File: config.mk
export PLATFORM = sky130hd
export DESIGN_NAME = key_filter_bank_flat
export DESIGN_NICKNAME = d
export VERILOG_FILES = /design/src/rtl/key_filter_bank_pkg.sv /design/src/rtl/key_filter_bank_if.sv /design/src/rtl/key_filter_bank_ch.sv /design/src/rtl/key_filter_bank.sv /design/src/flat_wrapper.sv
export SDC_FILE = /design/constraint.sdc
export NUM_CORES = 1
export LEC_CHECK = 0
export CELL_PAD_IN_SITES_DETAIL_PLACEMENT = 2
export CELL_PAD_IN_SITES_GLOBAL_PLACEMENT = 2
export CORE_ASPECT_RATIO = 2
export CORE_MARGIN = 2
export CORE_UTILIZATION = 38
export CTS_CLUSTER_SIZE = 20
export DETAILED_ROUTE_END_ITERATION = 12
export HOLD_SLACK_MARGIN = 0.08
export PLACE_DENSITY = 0.89
export SLEW_MARGIN = 0
export SYNTH_ARGS = -nofsm -noshare
export SYNTH_HDL_FRONTEND = slang
export SYNTH_SLANG_ARGS = --single-unit
File: constraint.sdc
create_clock -name clk -period 2.1 [get_ports clk]
set_input_delay 0.63 -clock clk [delete_from_list [all_inputs] [get_ports clk]]
set_output_delay 0.63 -clock clk [all_outputs]
set_load 0.01 [all_outputs]
File: src/rtl/key_filter_bank_pkg.sv
// Shared types and constants for the key debounce bank.
package key_filter_pkg;

  typedef enum logic [1:0] {
    IDLE       = 2'd0,
    PRESS_FILT = 2'd1,
    DOWN       = 2'd2,
    REL_FILT   = 2'd3
  } key_fsm_e;

  // 20 ms of stable level at 50 MHz
  localparam int DEFAULT_CNT_MAX = 1_000_000;

  // Key positions as consumed by the LED control stage
  localparam int KEY_ADD = 0;
  localparam int KEY_SUB = 1;
  localparam int KEY_SHL = 2;
  localparam int KEY_SHR = 3;

endpackage

File: src/rtl/key_filter_bank_if.sv
// Key bundle: raw active-low pads in, debounced pulses and levels out.
interface key_filter_bank_if #(
  parameter int NUM_KEYS = 4
);
  logic [NUM_KEYS-1:0] key_in_n;
  logic [NUM_KEYS-1:0] key_press;
  logic [NUM_KEYS-1:0] key_release;
  logic [NUM_KEYS-1:0] key_state;

  modport master (
    output key_in_n,
    input  key_press,
    input  key_release,
    input  key_state
  );

  modport slave (
    input  key_in_n,
    output key_press,
    output key_release,
    output key_state
  );
endinterface

File: src/rtl/key_filter_bank_ch.sv
// One debounce channel: 2-flop synchronizer, stability counter and
// press/release FSM with registered outputs.
module key_filter_ch
  import key_filter_pkg::*;
#(
  parameter int CNT_MAX = DEFAULT_CNT_MAX
) (
  input  logic clk,
  input  logic reset,
  input  logic key_in_n,
  output logic key_press,
  output logic key_release,
  output logic key_state
);

  localparam int CW = (CNT_MAX > 1) ? $clog2(CNT_MAX) : 1;
  localparam logic [CW-1:0] CNT_LAST = CW'(CNT_MAX - 1);

  logic [1:0]    sync_q;
  logic          key_s;
  key_fsm_e      state_q, state_d;
  logic [CW-1:0] cnt_q, cnt_d;
  logic          press_q, press_d;
  logic          release_q, release_d;
  logic          level_q, level_d;

  assign key_s = sync_q[1];

  always_ff @(posedge clk) begin
    if (reset) begin
      // Synchronizer idles at the released pad level
      sync_q    <= 2'b11;
      state_q   <= IDLE;
      cnt_q     <= '0;
      press_q   <= 1'b0;
      release_q <= 1'b0;
      level_q   <= 1'b0;
    end else begin
      sync_q    <= {sync_q[0], key_in_n};
      state_q   <= state_d;
      cnt_q     <= cnt_d;
      press_q   <= press_d;
      release_q <= release_d;
      level_q   <= level_d;
    end
  end

  always_comb begin
    state_d   = state_q;
    cnt_d     = cnt_q;
    press_d   = 1'b0;
    release_d = 1'b0;
    level_d   = level_q;
    unique case (state_q)
      IDLE: begin
        if (!key_s) begin
          state_d = PRESS_FILT;
          cnt_d   = '0;
        end
      end
      PRESS_FILT: begin
        if (key_s) begin
          state_d = IDLE;
          cnt_d   = '0;
        end else if (cnt_q == CNT_LAST) begin
          state_d = DOWN;
          press_d = 1'b1;
          level_d = 1'b1;
        end else begin
          cnt_d = cnt_q + CW'(1);
        end
      end
      DOWN: begin
        if (key_s) begin
          state_d = REL_FILT;
          cnt_d   = '0;
        end
      end
      REL_FILT: begin
        if (!key_s) begin
          state_d = DOWN;
          cnt_d   = '0;
        end else if (cnt_q == CNT_LAST) begin
          state_d   = IDLE;
          release_d = 1'b1;
          level_d   = 1'b0;
        end else begin
          cnt_d = cnt_q + CW'(1);
        end
      end
      default: state_d = IDLE;
    endcase
  end

  assign key_press   = press_q;
  assign key_release = release_q;
  assign key_state   = level_q;

endmodule

File: src/rtl/key_filter_bank.sv
// Bank of independent key debounce channels sharing one clock.
module key_filter_bank
  import key_filter_pkg::*;
#(
  parameter int NUM_KEYS = 4,
  parameter int CNT_MAX  = DEFAULT_CNT_MAX
) (
  input  logic            clk,
  input  logic            reset,
  key_filter_bank_if.slave bus
);

  generate
    for (genvar gi = 0; gi < NUM_KEYS; gi++) begin : g_ch
      key_filter_ch #(
        .CNT_MAX(CNT_MAX)
      ) u_ch (
        .clk        (clk),
        .reset      (reset),
        .key_in_n   (bus.key_in_n[gi]),
        .key_press  (bus.key_press[gi]),
        .key_release(bus.key_release[gi]),
        .key_state  (bus.key_state[gi])
      );
    end
  endgenerate

endmodule

File: src/flat_wrapper.sv
// flat-port wrapper written by rule: the top's interface ports become plain ports
module key_filter_bank_flat import key_filter_pkg::*;
#(
  parameter int NUM_KEYS = 4,
  parameter int CNT_MAX  = DEFAULT_CNT_MAX
)
  (clk, reset, bus_key_in_n, bus_key_press, bus_key_release, bus_key_state);
  key_filter_bank_if #(.NUM_KEYS(NUM_KEYS)) bus_i ();
  input  logic clk;
  input  logic reset;
  input wire logic [$bits(bus_i.key_in_n)-1:0] bus_key_in_n;
  output wire logic [$bits(bus_i.key_press)-1:0] bus_key_press;
  output wire logic [$bits(bus_i.key_release)-1:0] bus_key_release;
  output wire logic [$bits(bus_i.key_state)-1:0] bus_key_state;
  assign bus_i.key_in_n = bus_key_in_n;
  assign bus_key_press = bus_i.key_press;
  assign bus_key_release = bus_i.key_release;
  assign bus_key_state = bus_i.key_state;
  key_filter_bank #(.NUM_KEYS(NUM_KEYS), .CNT_MAX(CNT_MAX)) u_core (.clk(clk), .reset(reset), .bus(bus_i));
endmodule
==> impl_metrics.tcl, run 1 <==
set metrics [dict create \
    synth.yosys.seq_area_share_pct 39.1 \
    type_of_origin_of_the_critical_path "flop" \
    drive_above_1_share_pct 16.9 \
    cp_data_arrival_time_ps 2360 \
    drt-initial-drc-count 269 \
    buffering_stage_count_on_the_worst_path_with_inverters_included 0 \
    worst_skew_late_latency_ps 380 \
    num_antenna_cells 0 \
    timing.reg2reg.setup_slack_ps 20 \
    number_of_nets_with_antenna_violations_after_detailed_routing 0 \
    hold_viol_final 0 \
    final.setup.tns_ps 0 \
    io_pins 18 \
    setup-violations-final 0 \
    path_cells "ha_2 -> nand2_1 -> or3_4 -> o2111ai_1 -> a21oi_1 -> o22ai_1" \
    largest_net_degree_at_the_start_of_global_routing 47 \
    worst_path_max_delay_cell "sky130_fd_sc_hd__or3_4" \
    synth.cell_area_um2 5520 \
    grt_first_pass_wirelength_mm 32.6 \
    postSynth.topFlopCell "sky130_fd_sc_hd__dfxtp_1" \
    whs_path_depth 1 \
    power_per_cell_area_nw_per_um2 626 \
    chipWidth_um 89.2 \
    worst-setup-path-type "reg2reg" \
    synth.top_cells.by_area "sky130_fd_sc_hd__dfxtp_1 (39%), sky130_fd_sc_hd__o21ai_0 (6.7%), sky130_fd_sc_hd__a21oi_1 (3.9%)" \
    layout_common_cells "sky130_fd_sc_hd__dfxtp_1 (105), sky130_fd_sc_hd__o21ai_0 (73), sky130_fd_sc_hd__nand2_1 (53)" \
    timing.final.max_slew_violations 0 \
    cts_root_buf "sky130_fd_sc_hd__clkbuf_16" \
    fin_util_pct 45.1 \
    layout_worst_path_cycle_share_pct 99.1 \
    coreArea_um2 14300 \
    routed_vias_inst 6.26 \
    final_net_count 717 \
    post_synthesis_cell_type_with_the_largest_combined_area "sky130_fd_sc_hd__dfxtp_1" \
    grt_busiest_layer "met2" \
    post-synth-top-area-fraction_pct 39.1 \
    rsz0062_at_grt "true" \
    cts-buffers-inserted 9 \
    crit_path_end_kind "flop" \
    netlist_instances 674 \
    timing.critical_path.required_ps 2370 \
    fin_total_pwr_mw 4.03 \
    fin_skew_ps 9.85 \
    slowest_delay_ps 460 \
    stdcell_area_um2 6440 \
    clock_sink_count 108 \
    synthesis.nets 684 \
    antenna_found_initial 0 \
    layout.cells.most_common "sky130_fd_sc_hd__dfxtp_1" \
    postSynthRegisterBits 108 \
    fillerInstances 1608 \
    worst_margin_slew_ps 549 \
    area_growth_syn_to_layout_pct 16.6 \
    power.leakage_nw 2.10 \
    yosys_warnings 0 \
    final.setup.worst_slack_ps 18.9 \
    period_minus_slack_ps 2080 \
    grt.met1_usage_pct 27.8 \
    outcome "finished, final reports clean" \
    detailed_place_hpwl_mm 14.5 \
    edff_count_synth 0 \
    grt.met2_usage_pct 51.0 \
    timing.critical_path.max_delay_family "compound AO/OA/AOI/OAI gates" \
    chipHeight_um 174 \
    synthArstFlopShare_pct 0 \
    cp.depth 6 \
    grtUsageMet3_pct 3.80 \
    globalRouteTotalUtil_pct 26.9 \
    cts-htree-levels 3 \
    preCtsSetupSlack_ps 10.3 \
    syn_avg_cell_area_um2 8.19 \
    die_outline_area_um2 15600 \
    max_slew_margin_pct 63.0 \
    grt.overflow.total 0 \
    via_count_of_the_first_global_routing_pass 6238 \
    route.detailed.drc 0 \
    tritoncts "yes" \
    rr_worst_depth 6 \
    yosys.cell_types.count 67 \
    highest_fanout_seen_on_the_critical_path 7 \
    rows 62 \
    via_count 5657 \
    holdCritPathClass "reg2reg" \
    cts_setup_buffers 0 \
    achievable-frequency_mhz 481 \
    wl_cell_um 23.6 \
    worst_ir_drop_vdd_v 0.000358 \
    gp_congestion 0.845 \
    drt_wl_total_mm 21.3 \
    number_of_detailed_routing_iterations_run_before_antenna_repair 4 \
    max-cap-violations 0 \
    ctsLongestPathBuffers 2 \
    port_buffers 17 \
    placedInstanceArea_um2 6050 \
    path_clk_slew_ps 90 \
    initial_utilization_pct 38.7 \
]
==> area by class of cell <==
type | instances | area (um2) | area share [%]
Clock buffer | 9 | 225 | 3.50
Clock inverter | 7 | 63.8 | 0.991
Inverter | 19 | 71.3 | 1.11
Multi-Input combinational cell | 506 | 3150 | 48.9
Sequential cell | 108 | 2170 | 33.6
Tap cell | 192 | 240 | 3.73
Timing Repair Buffer | 63 | 523 | 8.12
==> synthesized netlist by cell type, drive strengths merged (5+ instances only) <==
master and number:
nand2 53, nor3 23, and2 12, buf 17, and3 12, a211oi 6
dfxtp 108, a21oi 43, o211ai 9, nand3 38, nor2 41, a311oi 8
o21ai 74, a31oi 25, mux2i 5, nand4 23, or4 9, inv 19
nor4 16, clkbuf 24, or3 7, or2 15, and4 9, a41oi 7
xnor2 7
==> repair_timing <==
action / in CTS / in global routing
gates resized for setup: 3 / 24
endpoints found under the hold margin: 0 / 0
pin swaps: 0 / 1
endpoints found under the setup margin: 3 / 29
hold buffers: 0 / 0
==> through the flow <==
stage / hold slack (ps) / std cells
4_1_cts: 428 / 904
6_report: 429 / 904
2_1_floorplan: 389 / 674
3_5_place_dp: 408 / 888
3_3_place_gp: 400 / 888
5_1_grt: 452 / 904
==> power by group <==
group | total (mW) | internal (mW) | leakage, nW | switching [mW]
logic | 0.182 | 0.0678 | 1.09 | 0.115
clock network | 1.77 | 0.836 | 0.143 | 0.929
registers | 2.08 | 2.06 | 0.874 | 0.0184
total | 4.03 | 2.97 | 2.10 | 1.06
==> metal layers <==
metal | vias up | share of wire (%)
li1 | 2614 | -
met1 | 2872 | 37
met2 | 119 | 57
met3 | 52 | 2.0
met4 | 0 | 3.6
met5 | - | 0
==> registers in the layout, summed over array words and instances (netlist names), named ones only <==
register and flops:
u_core.g_ch.u_ch.sync_q 8, u_core.g_ch.u_ch.key_state 4, u_core.g_ch.u_ch.key_release 4, u_core.g_ch.u_ch.state_q 4
u_core.g_ch.u_ch.key_press 4, u_core.g_ch.u_ch.cnt_q 80
==> kinds of logic (layout without fill, tap and decap cells) <==
| family | count (synthesis) | in the layout | share of synthesized area (%) |
|---|---|---|---|
| flops | 108 | 108 | 39.1 |
| xor+xnor | 8 | 8 | 1.27 |
| compound gates | 206 | 206 | 22.9 |
| buf+inv | 60 | 98 | 5.53 |
| mux | 5 | 5 | 0.906 |
| fa+ha+maj | 4 | 4 | 0.906 |
| simple gates | 283 | 283 | 29.3 |
==> path summary, 6_finish.rpt <==
check / startpoint / to
hold / removal: u_core.g_ch[1].u_ch.sync_q[0]$_SDFF_PP1_ / u_core.g_ch[1].u_ch.sync_q[1]$_SDFF_PP1_
setup / recovery: u_core.g_ch[2].u_ch.cnt_q[1]$_SDFFE_PP0P_ / u_core.g_ch[2].u_ch.cnt_q[4]$_SDFFE_PP0P_
setup reg to reg: u_core.g_ch[2].u_ch.cnt_q[1]$_SDFFE_PP0P_ / u_core.g_ch[2].u_ch.cnt_q[4]$_SDFFE_PP0P_
hold reg to reg: u_core.g_ch[1].u_ch.sync_q[0]$_SDFF_PP1_ / u_core.g_ch[1].u_ch.sync_q[1]$_SDFF_PP1_
Note: power is estimated with default switching activity, not from simulation.
==> inputs of run 2 (changes only) <==
--- a/config.mk
+++ b/config.mk
@@ -9,11 +9,12 @@
 export CELL_PAD_IN_SITES_GLOBAL_PLACEMENT = 2
 export CORE_ASPECT_RATIO = 2
 export CORE_MARGIN = 2
-export CORE_UTILIZATION = 38
+export CORE_UTILIZATION = 35
 export CTS_CLUSTER_SIZE = 20
 export DETAILED_ROUTE_END_ITERATION = 12
 export HOLD_SLACK_MARGIN = 0.08
-export PLACE_DENSITY = 0.89
+export PLACE_DENSITY = 0.84
+export REMOVE_ABC_BUFFERS = 1
 export SLEW_MARGIN = 0
 export SYNTH_ARGS = -nofsm -noshare
 export SYNTH_HDL_FRONTEND = slang
==> impl_metrics.tcl, run 2 (synthesized netlist as in run 1, its figures left out) <==
set metrics [dict create \
    wl_cell_um 20.0 \
    drt_wl_total_mm 18.2 \
    die_outline_area_um2 16900 \
    rsz0062_at_grt "true" \
    globalRouteTotalUtil_pct 22.0 \
    initial_utilization_pct 35.4 \
    rows 65 \
    largestRegisters "u_core.g_ch.u_ch.cnt_q (80), u_core.g_ch.u_ch.sync_q (8)" \
    power.leakage_nw 2.10 \
    worst-setup-path-type "reg2reg" \
    cts_root_buf "sky130_fd_sc_hd__clkbuf_16" \
    p_int_mw 3.08 \
    path_clk_slew_ps 70 \
    gp_congestion 0.839 \
    port_buffers 17 \
    layout_common_cells "sky130_fd_sc_hd__dfxtp_1 (106), sky130_fd_sc_hd__o21ai_0 (73), sky130_fd_sc_hd__nand2_1 (53)" \
    max-cap-violations 0 \
    number_of_detailed_routing_iterations_run_before_antenna_repair 4 \
    fillerInstances 1763 \
    cp_data_arrival_time_ps 2360 \
    max_slew_margin_pct 57.8 \
    fin_skew_ps 7.69 \
    io_pins 18 \
    holdBufCountCts 0 \
    clock_sink_count 108 \
    cts-htree-levels 3 \
    detailed_place_hpwl_mm 12.6 \
    num_antenna_cells 0 \
    chipHeight_um 182 \
    fin_util_pct 41.2 \
    timing.final.max_slew_violations 0 \
    grt.overflow.total 0 \
    routed_vias_inst 5.97 \
    outcome "finished, final reports clean" \
    part_of_the_power_in_combinational_logic_pct 4.3 \
    share_clk_of_total_power_pct 44.1 \
    ctsLongestPathBuffers 2 \
    number_of_nets_with_antenna_violations_after_detailed_routing 0 \
    drt-initial-drc-count 209 \
    largest_net_degree_at_the_start_of_global_routing 23 \
    final-seq-area_um2 2160 \
    final_net_count 719 \
    fin_total_pwr_mw 4.03 \
    layout_worst_path_cycle_share_pct 98.7 \
    timing.critical_path.required_ps 2390 \
    setup.worst_path.start "u_core.g_ch[3].u_ch.cnt_q[6]$_SDFFE_PP0P_" \
    type_of_origin_of_the_critical_path "flop" \
    drive_above_1_share_pct 16.1 \
    grt_first_pass_wirelength_mm 30.3 \
    power_per_cell_area_nw_per_um2 626 \
    via_count 5453 \
    antenna_found_initial 0 \
    p_seq_share_pct 51.6 \
    chipWidth_um 92.8 \
    hp_start "u_core.g_ch[3].u_ch.sync_q[0]$_SDFF_PP1_" \
    period_minus_slack_ps 2070 \
    coreArea_um2 15600 \
    holdCritPathClass "reg2reg" \
    layout.cells.most_common "sky130_fd_sc_hd__dfxtp_1" \
    multi_input_area_um2 3130 \
    worst_ir_drop_vdd_v 0.000367 \
    crit_path_end_kind "flop" \
    tritoncts "yes" \
    cts-buffers-inserted 9 \
    achievable-frequency_mhz 482 \
    worst_margin_slew_ps 628 \
    largest_register "u_core.g_ch.u_ch.cnt_q" \
    worst_skew_late_latency_ps 360 \
    highest_fanout_seen_on_the_critical_path 6 \
    via_count_of_the_first_global_routing_pass 5827 \
    area_growth_syn_to_layout_pct 16.6 \
    route.detailed.drc 0 \
    hold_viol_final 0 \
    switching_share_pct 23.4 \
    largest_register_ffs 80 \
    reg2reg_from "u_core.g_ch[3].u_ch.cnt_q[6]$_SDFFE_PP0P_" \
    setup-violations-final 0 \
    power_switching_mw 0.944 \
]
-- run 2: repair_timing --
item | in CTS | in global routing
setup endpoints to repair | 1 | 18
pin swaps | 0 | 1
gates resized for setup | 1 | 19
buffers inserted | 0 | 1
-- run 2: layout make-up --
cell class	count	share of cell area (%)
multi-input combinational	506	48.5
sequential	108	33.6
timing repair buffer	65	8.16
tap	201	3.91
clock buffer	10	3.71
inverter	19	1.11
clock inverter	5	0.971
-- run 2: final timing paths --
kind,end,slack [ps],cells after the start
hold / removal,u_core.g_ch[3].u_ch.sync_q[1]$_SDFF_PP1_,410,1
hold reg to reg,u_core.g_ch[3].u_ch.sync_q[1]$_SDFF_PP1_,410,1
setup / recovery,u_core.g_ch[3].u_ch.cnt_q[19]$_SDFFE_PP0P_,30,5
setup reg to reg,u_core.g_ch[3].u_ch.cnt_q[19]$_SDFFE_PP0P_,30,5
-- run 2: through the flow --
step	setup WS, ps	TNS (ps)	hold slack [ps]	std cells	cell area, um2
after floorplan	201	0	389	633	5290
after global placement	138	0	393	898	6060
after detailed placement	71.3	0	398	898	6060
after CTS	17.3	0	414	913	6360
after global routing	-71.7	-178	433	914	6440
final	26.7	0	414	914	6440
-- run 2: critical path: stages, from the launching register on --
cell,delay (ps)
sky130_fd_sc_hd__dfxtp_1,370
sky130_fd_sc_hd__or4_4,580
sky130_fd_sc_hd__or4_4,580
sky130_fd_sc_hd__o2111ai_1,230
sky130_fd_sc_hd__o22ai_1,130
sky130_fd_sc_hd__a21oi_1,130
-- run 2: power groups by stage --
stage	sequential, mW	combinational [mW]	clock (mW)
after floorplan	2.13	0.0707	0
after global placement	2.12	0.161	0
after detailed placement	2.13	0.170	0
after CTS	2.08	0.173	1.82
after global routing	2.08	0.190	1.91
final	2.08	0.173	1.78
-- run 2: per-layer routing --
layer	part of all wire (%)	routed length (um)	global-route usage [%]	vias up
met5	0	0	0	-
met4	1.7	315	7.88	0
met3	2.3	426	2.57	20
met2	51	9340	38.2	82
met1	45	8160	27.8	2744
li1	-	-	-	2607
==> variant 1: new RTL, settings of run 2 <==
Make the reset (`reset`) asynchronous in one clocked block.
--- a/src/rtl/key_filter_bank_ch.sv
+++ b/src/rtl/key_filter_bank_ch.sv
@@ -27,5 +27,5 @@
   assign key_s = sync_q[1];
 
-  always_ff @(posedge clk) begin
+  always_ff @(posedge clk or posedge reset) begin
     if (reset) begin
       // Synchronizer idles at the released pad level
Check against the original RTL: no difference found for any inputs over 10 cycles, from zero or initial values and one cycle with reset high; that may be too few to reach the edited logic, so the function may still have changed.
==> variant 1 against run 2 <==
Power up 5.6%. Clock power about the same. Design area up 3.5%. Sequential cell count unchanged. Die area up 3.4%. Wire length down 7.4%. Clock skew up 0.0038 ns. Count of clock-buffer cells in the layout down 1. Setup slack better by 0.086 ns. Synthesized area up 3.5%. Synthesized cell count down 6.4%. Critical path type unchanged. Largest cell class unchanged.
==> variant 1: results (changes against run 2) <==
.. list-table::
   :header-rows: 1

   * - Metric
     - Value
   * - Commonest cells post-synth
     - dfrtp_1 (100), nand2_1 (80), o21ai_0 (57)
   * - Worst Setup EP
     - u_core.g_ch[2].u_ch.key_state
   * - Top cells by area in the synthesized netlist
     - dfrtp_1 (44%), nand2_1 (5.3%), o21ai_0 (5.0%)
   * - Routed length on met2
     - 8.66 mm (-7.2%)
   * - Combined area of the multi-input logic cells
     - 0.00278 sq mm (-11%)
   * - Startpoint of the lowest-slack hold path
     - u_core.g_ch[2].u_ch.sync_q[0]
   * - Pin slew with the least headroom to its limit
     - 0.683 ns (+0.0550 ns)
   * - Avg WL per Cell
     - 19.2 microns (-3.8%)
   * - Smallest setup slack after layout
     - 0.113 ns (+0.0862 ns)
   * - Clock Skews
     - 0.0115 ns (+0.00377 ns)
   * - Metal3 WL
     - 379 microns (-11%)
   * - Proportion of layout cells with a drive suffix above 1
     - 15.1% (-1.0 points)
   * - DR vias/cell
     - 5.79 (-2.9%)
   * - Sequential-to-total area share from yosys stat
     - 47.5% (+8.3 points)
   * - Count of instances resized after the clock tree is built
     - 0 (-1)
   * - Met2 routing resource usage after global routing
     - 36.0% (-2.2 points)
   * - Share of synthesized registers carrying an async set or reset
     - 100% (+100 points)
   * - Number of library cell types mapped by synthesis
     - 65 (-3.0%)
   * - Standby leakage power
     - 2.75 nW (+31%)
   * - XOR/XNOR share of the synthesized area
     - 2.76% (+1.5 points)
   * - Total routing usage reported by global routing
     - 20.8% (-1.2 points)
   * - Met1 usage in global routing
     - 27.9% (+0.090 points)
   * - Via count of the first global-routing pass
     - 5715 (-1.9%)
   * - First-pass GRT wire length
     - 29.3 mm (-3.4%)
   * - Cell depth of the worst hold path
     - 0 (-1)
   * - Layout Nets
     - 681 (-5.3%)
   * - Pre-CTS worst setup slack
     - 0.0711 ns (-0.000132 ns)
   * - Net switching power
     - 0.00117 W (+24%)
   * - Portion of the layout cell area used by clock cells
     - 4.68% (-0.0063 points)
   * - Clock buffer instance count of the final layout
     - 9 (-1)
   * - Result of the run
     - finished, final reports clean
   * - CP arrival
     - 2.23 ns (-0.13 ns)
   * - Core Box Area
     - 0.0161 sq mm (+3.1%)
   * - Detailed-placement wirelength estimate
     - 11.7 mm (-6.7%)
   * - Maximum number of pins on one net before global-route repair
     - 75 (+230%)
   * - Metal-1 WL
     - 7.63 mm (-6.5%)
   * - Startpoint of the worst-slack reg-to-reg timing path
     - u_core.g_ch[2].u_ch.cnt_q[1]
   * - Capture endpoint of the worst hold path
     - u_core.g_ch[2].u_ch.sync_q[1]
   * - Register area
     - 0.00272 sq mm (+25%)
   * - Adder-cell share of the synthesized area
     - 0.875% (-0.031 points)
   * - Multi-input combinational cell count
     - 472 (-6.7%)
## variant 1: cell count changes in the layout (fill, tap and decap cells not counted), moves of 7 or more
cell	run 2	this run
or2_2	15	4
a21oi_1	42	24
dfrtp_1	0	97
a311oi_1	8	0
dfstp_2	0	8
a41oi_1	7	0
dfxtp_1	106	0
o21ai_0	73	55
nand2_1	53	80
xor2_1	1	8
## variant 1: power by group through the flow
stage	clock network [W]	logic [W]	registers, W
after floorplan	0	0.000162	0.00220
final	0.00178	0.000301	0.00217
after CTS	0.00184	0.000310	0.00217
after global routing	0.00189	0.000341	0.00218
after global placement	0	0.000288	0.00220
after detailed placement	0	0.000304	0.00221
## variant 1: metrics by stage
stage | TNS [ns] | total power, W | cells | util (%)
final | 0 | 0.00425 | 880 | 41.4
after global routing | -0.00250 | 0.00441 | 880 | 41.4
after CTS | 0 | 0.00432 | 877 | 41.1
after detailed placement | 0 | 0.00251 | 861 | 39.2
after global placement | 0 | 0.00249 | 861 | 39.2
after floorplan | -141.16 | 0.00236 | 595 | -
==> variant 2: new RTL, settings of run 2 <==
Made on the original files. Set the package constant `DEFAULT_CNT_MAX` to 4_000_000 (it was 1_000_000).
--- a/src/rtl/key_filter_bank_pkg.sv
+++ b/src/rtl/key_filter_bank_pkg.sv
@@ -10,5 +10,5 @@
 
   // 20 ms of stable level at 50 MHz
-  localparam int DEFAULT_CNT_MAX = 1_000_000;
+  localparam int DEFAULT_CNT_MAX = 4_000_000;
 
   // Key positions as consumed by the LED control stage
Check against the original RTL: same outputs for any inputs over 10 cycles, from zero or initial values and one cycle with reset high; that may be too few to reach the edited logic, so the function may still have changed.
==> variant 2 against run 2 <==
The run now ends with negative setup slack left. Wire length rose by 39%. Worst hold slack worse by 0.00069 ns. First-iteration DRC count grew 70%. Die area increased by 5.1%. Critical endpoint is now u_core.g_ch[0].u_ch.key_state. Sequential power is 8% higher. Design area is 14% higher. Maximum frequency decreased by 8.3%. Largest power group is now clock. Setup slack worse by 0.19 ns. Power grew 41%. Largest cell class unchanged. Sequential cell count increased by 8. Global-route usage grew 5.8 points. Synthesized area increased by 5.3%.
==> variant 2: results (changes against run 2) <==
.. list-table::
   :header-rows: 1

   * - Metric
     - Value
   * - Grt met3 use
     - 4.07% (+1.5 points)
   * - Smallest setup slack after layout
     - -0.162 ns (-0.189 ns)
   * - Layout Nets
     - 764 (+6.3%)
   * - Top cells by area in the synthesized netlist
     - dfxtp_1 (40%), o21ai_0 (5.2%), nor2_1 (3.6%)
   * - Drt total wl
     - 25.3 mm (+39%)
   * - Pin slew with the least headroom to its limit
     - 0.710 ns (+0.0818 ns)
   * - Latest clock arrival within the worst-skew pair
     - 0.43 ns (+0.07 ns)
   * - Standby leakage power
     - 2.55 nW (+21%)
   * - Sequential-to-total area share from yosys stat
     - 39.9% (+0.79 points)
   * - Number of filler instances in the final layout
     - 1704 (-3.3%)
   * - Metal3 WL
     - 692 microns (+62%)
   * - CP max stage delay
     - 0.65 ns (+0.07 ns)
   * - Count of TritonRoute iterations in the first routing pass
     - 5 (+1)
   * - Proportion of layout cells with a drive suffix above 1
     - 19.8% (+3.7 points)
   * - Initial drt markers
     - 355 (+70%)
   * - Final setup violating endpoints
     - 20 (+20)
   * - Violations in the final reports
     - negative setup slack
   * - Clock Skews
     - 0.0127 ns (+0.00503 ns)
   * - VDD IR-drop max
     - 0.000515 V (+40%)
   * - Routed length on met2
     - 14.1 mm (+51%)
   * - Number of library cell types mapped by synthesis
     - 70 (+4.5%)
   * - Biggest regs
     - u_core.g_ch.u_ch.cnt_q x88, u_core.g_ch.u_ch.sync_q x8
   * - Result of the run
     - complete, but fails checks
   * - Largest fanout of any net on the critical path
     - 7 (+1)
   * - Number of buffers inserted during clock tree synthesis
     - 17 (+8)
   * - Met2 routing resource usage after global routing
     - 52.3% (+14 points)
   * - First-pass GRT wire length
     - 37.9 mm (+25%)
   * - Startpoint of the lowest-slack hold path
     - u_core.g_ch[2].u_ch.sync_q[0]
   * - Smallest hold slack
     - 0.414 ns (-0.000694 ns)
   * - DR vias/cell
     - 6.33 (+6.1%)
==> variant 2: changes by cell type after synthesis, sizes merged, moves of 5 or more <==
cell           run 2  this run
dfxtp            108       116
a31oi             25        20
o31ai              3        11
nor2              41        55
nand4             23        32
o21ai             74        61
inv               19        13
nand2             53        47
o211ai             9         4
clkbuf            24        30
xor2               1        17
a21oi             43        37
==> variant 2: stage by stage <==
step | setup WS (ns) | instance area (sq um) | power (W) | instances
6_report | -0.162 | 7340 | 0.00568 | 970
5_1_grt | -0.264 | 7340 | 0.00579 | 970
4_1_cts | -0.133 | 7160 | 0.00566 | 964
3_5_place_dp | -0.146 | 6420 | 0.00245 | 929
3_3_place_gp | -0.0731 | 6420 | 0.00244 | 929
2_1_floorplan | -0.0444 | 5560 | 0.00236 | 653
==> variant 2: cells by family (layout without fill, tap and decap cells) <==
group | after synthesis | count (layout) | synth area share (%)
compound gates | 187 | 187 | 20.9
xor+xnor | 24 | 24 | 3.62
fa+ha+maj | 4 | 4 | 0.861
buf+inv | 62 | 127 | 5.25
flops | 116 | 116 | 39.9
mux | 4 | 4 | 0.710
simple gates | 304 | 304 | 28.8
==> variant 2: repair_timing <==
item / 4_1_cts / 5_1_grt
setup buffers: 4 / 6
setup endpoints to repair: 29 / 38
gates resized for setup: 22 / 29
pin swaps: 10 / 11
==> variant 2: power by group <==
group	switching, W	leakage, nW	internal (W)
combinational	0.000118	1.31	0.0000674
sequential	0.0000204	0.937	0.00222
clock	0.00115	0.301	0.00211
total	0.00129	2.55	0.00439
==> variant 2: cell type report <==
class	instances	area (sq um)	area share, %
multi-input combinational	523	3390	46.1
sequential	116	2320	31.6
timing repair buffer	82	689	9.39
clock buffer	23	488	6.65
tap	204	255	3.48
clock inverter	8	148	2.01
inverter	14	52.6	0.716
